==> config.mk <==
export PLATFORM = sky130hd
export DESIGN_NAME = adder_sync_fifo
export DESIGN_NICKNAME = d
export VERILOG_FILES = /design/src/rtl/adder_sync_fifo.sv
export SDC_FILE = /design/constraint.sdc
export NUM_CORES = 1
export LEC_CHECK = 0
export ABC_AREA = 1
export CAP_MARGIN = 20
export CORE_AREA = 2 2 87 89
export DETAILED_ROUTE_END_ITERATION = 8
export DIE_AREA = 0 0 89 91
export PLACE_DENSITY_LB_ADDON = 0.25
export SLEW_MARGIN = 5
export SYNTH_ARGS = -nofsm -noshare
export SYNTH_HDL_FRONTEND = slang
export SYNTH_SLANG_ARGS = --single-unit
==> constraint.sdc <==
create_clock -name clk -period 3.07 [get_ports clk]
set_input_delay 0.614 -clock clk [delete_from_list [all_inputs] [get_ports clk]]
set_output_delay 0.614 -clock clk [all_outputs]
set_load 0.05 [all_outputs]
==> src/rtl/adder_sync_fifo.sv <==
// Small synchronous FIFO with show-ahead head data, so the checker can
// compare against the oldest expected sum in the same cycle it pops it.
module adder_sync_fifo #(
  parameter int WIDTH = 9,
  parameter int DEPTH = 4
) (
  input  logic             clk,
  input  logic             rst,
  input  logic             push,
  input  logic [WIDTH-1:0] push_data,
  input  logic             pop,
  output logic [WIDTH-1:0] pop_data,
  output logic             full,
  output logic             empty
);
  localparam int AW = $clog2(DEPTH);

  logic [WIDTH-1:0] mem [DEPTH];
  logic [AW:0]      wr_ptr_reg;
  logic [AW:0]      rd_ptr_reg;
  logic             do_push;
  logic             do_pop;

  // Extra pointer bit distinguishes full from empty.
  assign empty    = (wr_ptr_reg == rd_ptr_reg);
  assign full     = (wr_ptr_reg[AW] != rd_ptr_reg[AW]) &&
                    (wr_ptr_reg[AW-1:0] == rd_ptr_reg[AW-1:0]);
  assign do_pop   = pop && !empty;
  assign do_push  = push && (!full || do_pop);
  assign pop_data = mem[rd_ptr_reg[AW-1:0]];

  // Storage write; contents need no reset since pointers gate visibility.
  always_ff @(posedge clk) begin
    if (do_push) begin
      mem[wr_ptr_reg[AW-1:0]] <= push_data;
    end
  end

  // Pointer update.
  always_ff @(posedge clk) begin
    if (rst) begin
      wr_ptr_reg <= '0;
      rd_ptr_reg <= '0;
    end else begin
      if (do_push) wr_ptr_reg <= wr_ptr_reg + (AW+1)'(1);
      if (do_pop)  rd_ptr_reg <= rd_ptr_reg + (AW+1)'(1);
    end
  end
endmodule

==> Yosys cells after proc, flatten, opt, wreduce, memory -nomap -nowiden <==
Memory sizes are Yosys's and may differ from the RTL's. A register that Yosys moved wholly into a read port is not among the register bits.
Cells that the tools add are included.
{ "op_classes": {"n_addsub": 2, "eq_ne": 3, "muxes": 4, "reduce_logical": 6} }
{ "ops": {"columns": ["cell", "n"], "rows": [
  ["adder 3 x 1 -> 3 bit, second input constant", 2],
  ["2-to-1 mux 2 bit", 2],
  ["equality test 3 bit", 1],
  ["logical AND 1 bit", 3],
  ["equality test 2 bit", 1],
  ["zero test 1 bit", 2],
  ["2-to-1 mux 1 bit", 2],
  ["logical OR 1 bit", 1],
  ["!= test 1 bit", 1]
]} }
{ "totals": {"regBits": 6, "ramBits": 36, "inputBits": 13, "out_inout_bits": 11, "memories": 1} }
{ "mem_list": {"columns": ["name", "depth", "width", "read_ports", "rd_ports_with_merged_regs", "wr", "line_no", "rtl"], "rows": [
  ["mem", 4, 9, 1, 1, 1, "18", "logic [WIDTH-1:0] mem [DEPTH];"]
]} }

==> Longest topological paths before layout <==
Gate-level depths: netlist of run 1.
{ "logic_depth": {"word_depth": 7, "depth_mapped": 10} }

==> Least setup slack after synthesis of run 1 <==
Ideal clock, no wire load.
{ "synth_path": {"path_type": "reg-to-output", "from": "register with a tool-made name", "to": "output port pop_data[7]", "t_arrival_ps": 1530, "path_slack_ps": 926, "path_stages_with_launch": 6, "path_cell_list": "dfxtp_1 > buf_2 > inv_2 > buf_2 > o21ai_1 > o22ai_1"} }
{ "synth_lines": {"columns": ["item", "line_no", "rtl"], "rows": [
  ["end: declaration", "12", "output logic [WIDTH-1:0] pop_data,"]
]} }

==> results of run 1 <==
==> power by group <==
part / internal [uW] / total, uW / switching (uW)
registers: 676 / 697 / 20.9
clock network: 245 / 453 / 208
logic: 137 / 412 / 275
total: 1060 / 1560 / 503
==> metrics by stage <==
| step | setup WS (ns) | hold slack [ns] | area [sq um] | total power, uW |
|---|---|---|---|---|
| final | 0.310 | 0.514 | 2280 | 1560 |
| after global routing | 0.144 | 0.535 | 2280 | 1640 |
| after floorplan | 0.926 | 0.471 | 1790 | 985 |
| after detailed placement | 0.602 | 0.508 | 2170 | 1120 |
| after CTS | 0.254 | 0.520 | 2280 | 1580 |
| after global placement | 0.624 | 0.500 | 2170 | 1120 |
==> worst paths after layout <==
kind / to / cells past startpoint
setup reg to reg: mem[1][0] / 7
hold / removal: wr_ptr_reg[2] / 2
hold reg to reg: wr_ptr_reg[2] / 2
setup / recovery: pop_data[5] / 5
==> per-layer routing <==
metal | up-vias | wire length (microns) | GRT usage
met5 | - | 0 | 0
met4 | 0 | 53 | 0.0410
met3 | 5 | 203 | 0.0291
met2 | 31 | 1520 | 0.131
met1 | 514 | 1600 | 0.114
li1 | 589 | - | -
==> critical path, cell delays in order (launching register included) <==
cell and delay (ns):
dfxtp_1 0.30, buf_4 0.19, inv_2 0.23, o21ai_0 0.12, o22ai_1 0.17, clkdlybuf4s50_1 0.84
==> synthesized netlist by cell type (all sizes together) <==
cell	number	area, sq um
nand3	5	30.0
a21oi	4	20.0
xor2	2	17.5
nor2	28	105
dfxtp	8	160
xnor2	1	16.3
inv	15	56.3
clkinv	1	3.75
nand2	15	61.3
o22ai	9	56.3
o21ai	19	95.1
buf	3	15.0
ha	5	62.6
nand4	1	12.5
edfxtp	36	1080
==> area by class of cell <==
type / count / share of cell area
timing repair buffer: 28 / 0.117
inverter: 16 / 0.0263
clock inverter: 3 / 0.0203
tap: 99 / 0.0542
multi-input combinational: 89 / 0.209
clock buffer: 5 / 0.0301
sequential: 44 / 0.543
==> cell families (layout without fill, tap and decap cells) <==
| kind of cell | Yosys count | count (layout) |
|---|---|---|
| buffers and inverters | 19 | 52 |
| adder cells (fa/ha/maj) | 5 | 5 |
| AND/OR/NAND/NOR | 49 | 49 |
| AO/OA/AOI/OAI | 32 | 32 |
| flip-flops | 44 | 44 |
| XOR/XNOR | 3 | 3 |
==> flow_summary.yaml, run 1 <==
outcome:
  outcome: "finished, final reports clean"
finish:
  nFillCells: 744
  seqCellArea_sq_um: 1240
  largest_reg_flops: 36
  final_util: 0.320
  fin_nets: 202
  final_cell_mix: "edfxtp_1 (36), nor2_1 (28), clkdlybuf4s50_1 (23), o21ai_0 (17), nand2_1 (13)"
  instances_no_fill: 284
  drive_gt1_frac: 0.114
  diodes: 0
  multi_input_area_sq_um: 477
  final_common_cell: "edfxtp_1"
  syn_to_final_growth_pct: 27.4
clocking:
  holdBufCountCts: 0
  insertion_delay_ns: 0.30
  ctsResizeCount: 0
  cts_setup_buffers: 0
  clockRootBuffer: "clkbuf_8"
  htree_levels: 2
  cts.path.max_buffers: 2
  clkTransAtPathRegs_ns: 0.08
  cts_made_buffers: 5
  cts_tree: "built"
  cts_sinks: 44
synthesis:
  synth_xor_area_frac: 0.0188
  syn_area_sq_um: 1790
  synth_seq_cells: 44
  synth.mux.area_fraction: 0
  synth_top_family_by_area: "simple AND/OR/NAND/NOR gates"
  ys_warn_count: 0
  synth-simple-area-share: 0.117
  synth_compound_area_frac: 0.0956
  synth_seq_area_share: 0.692
  synthAdderAreaFrac: 0.0349
  synth_nets: 170
  syn_avg_cell_area_sq_um: 11.8
  synth.distinct_cells: 19
  synthCells: 152
critical_path:
  cp.arrival_ns: 2.15
  r2r_setup_slack_ns: 1.53
  reg2reg_from: "wr_ptr_reg[1]"
  cp-end-kind: "output pin"
  cp-start-kind: "flip-flop"
  cp.required_ns: 2.46
  path_class: "reg -> out"
  critPathMaxFanout: 19
sta:
  relSlewSlack: 0.656
  fin_setup_tns_ns: 0
  rsz0062_at_grt: "no"
  fin_crit_ns: 2.76
  slew_violations: 0
  tightest_slew_ns: 0.514
  period_share: 0.899
  finalSetupViolCount: 0
  finalHoldViolCount: 0
  fin_skew_ns: 0.00462
  max_freq_mhz: 362
worst_hold_path:
  holdCritStartpoint: "wr_ptr_reg[2]"
  hp-class: "reg -> reg"
routing:
  dr.pass1.iters: 4
  dr.first_iter.drc_count: 60
  post-route-drc-count: 0
  ant_nets: 0
  detail_route.wl_per_cell_microns: 11.9
  via_count: 1139
  via_per_inst: 4.01
  drt-total-wl_microns: 3380
floorplan:
  io_pins: 24
  rows: 31
  die_x_microns: 89
  die_h_microns: 91
  fp.coreArea_sq_um: 7140
  start_util: 0.251
  dieArea_sq_um: 8100
place:
  dp_hpwl_microns: 2260
  gp_congestion: 0.720
  dp_cells: 276
  portBuffers: 23
grt:
  grt.total_usage: 0.0876
  grt_pass1_wl_microns: 5270
  grt_max_degree: 20
  grt_pass1_vias: 1086
  grt_overflow: 0
  antenna_found_initial: 0
flow_run:
  max_cap_violations: 0
power_and_ir_drop:
  vdd_drop_max_v: 0.000205
  power.density_nw_per_um2: 683
  p_leak_uw: 0.000828
Note: power is estimated with default switching activity, not from simulation.
==> run 2: changes to the inputs <==
--- a/config.mk
+++ b/config.mk
@@ -10,6 +10,7 @@
 export CORE_AREA = 2 2 87 89
 export DETAILED_ROUTE_END_ITERATION = 8
 export DIE_AREA = 0 0 89 91
+export HOLD_SLACK_MARGIN = 0.12
 export PLACE_DENSITY_LB_ADDON = 0.25
 export SLEW_MARGIN = 5
 export SYNTH_ARGS = -nofsm -noshare
==> results of run 2 <==
The final DEF is identical to that of run 1; final timing and power are the same.
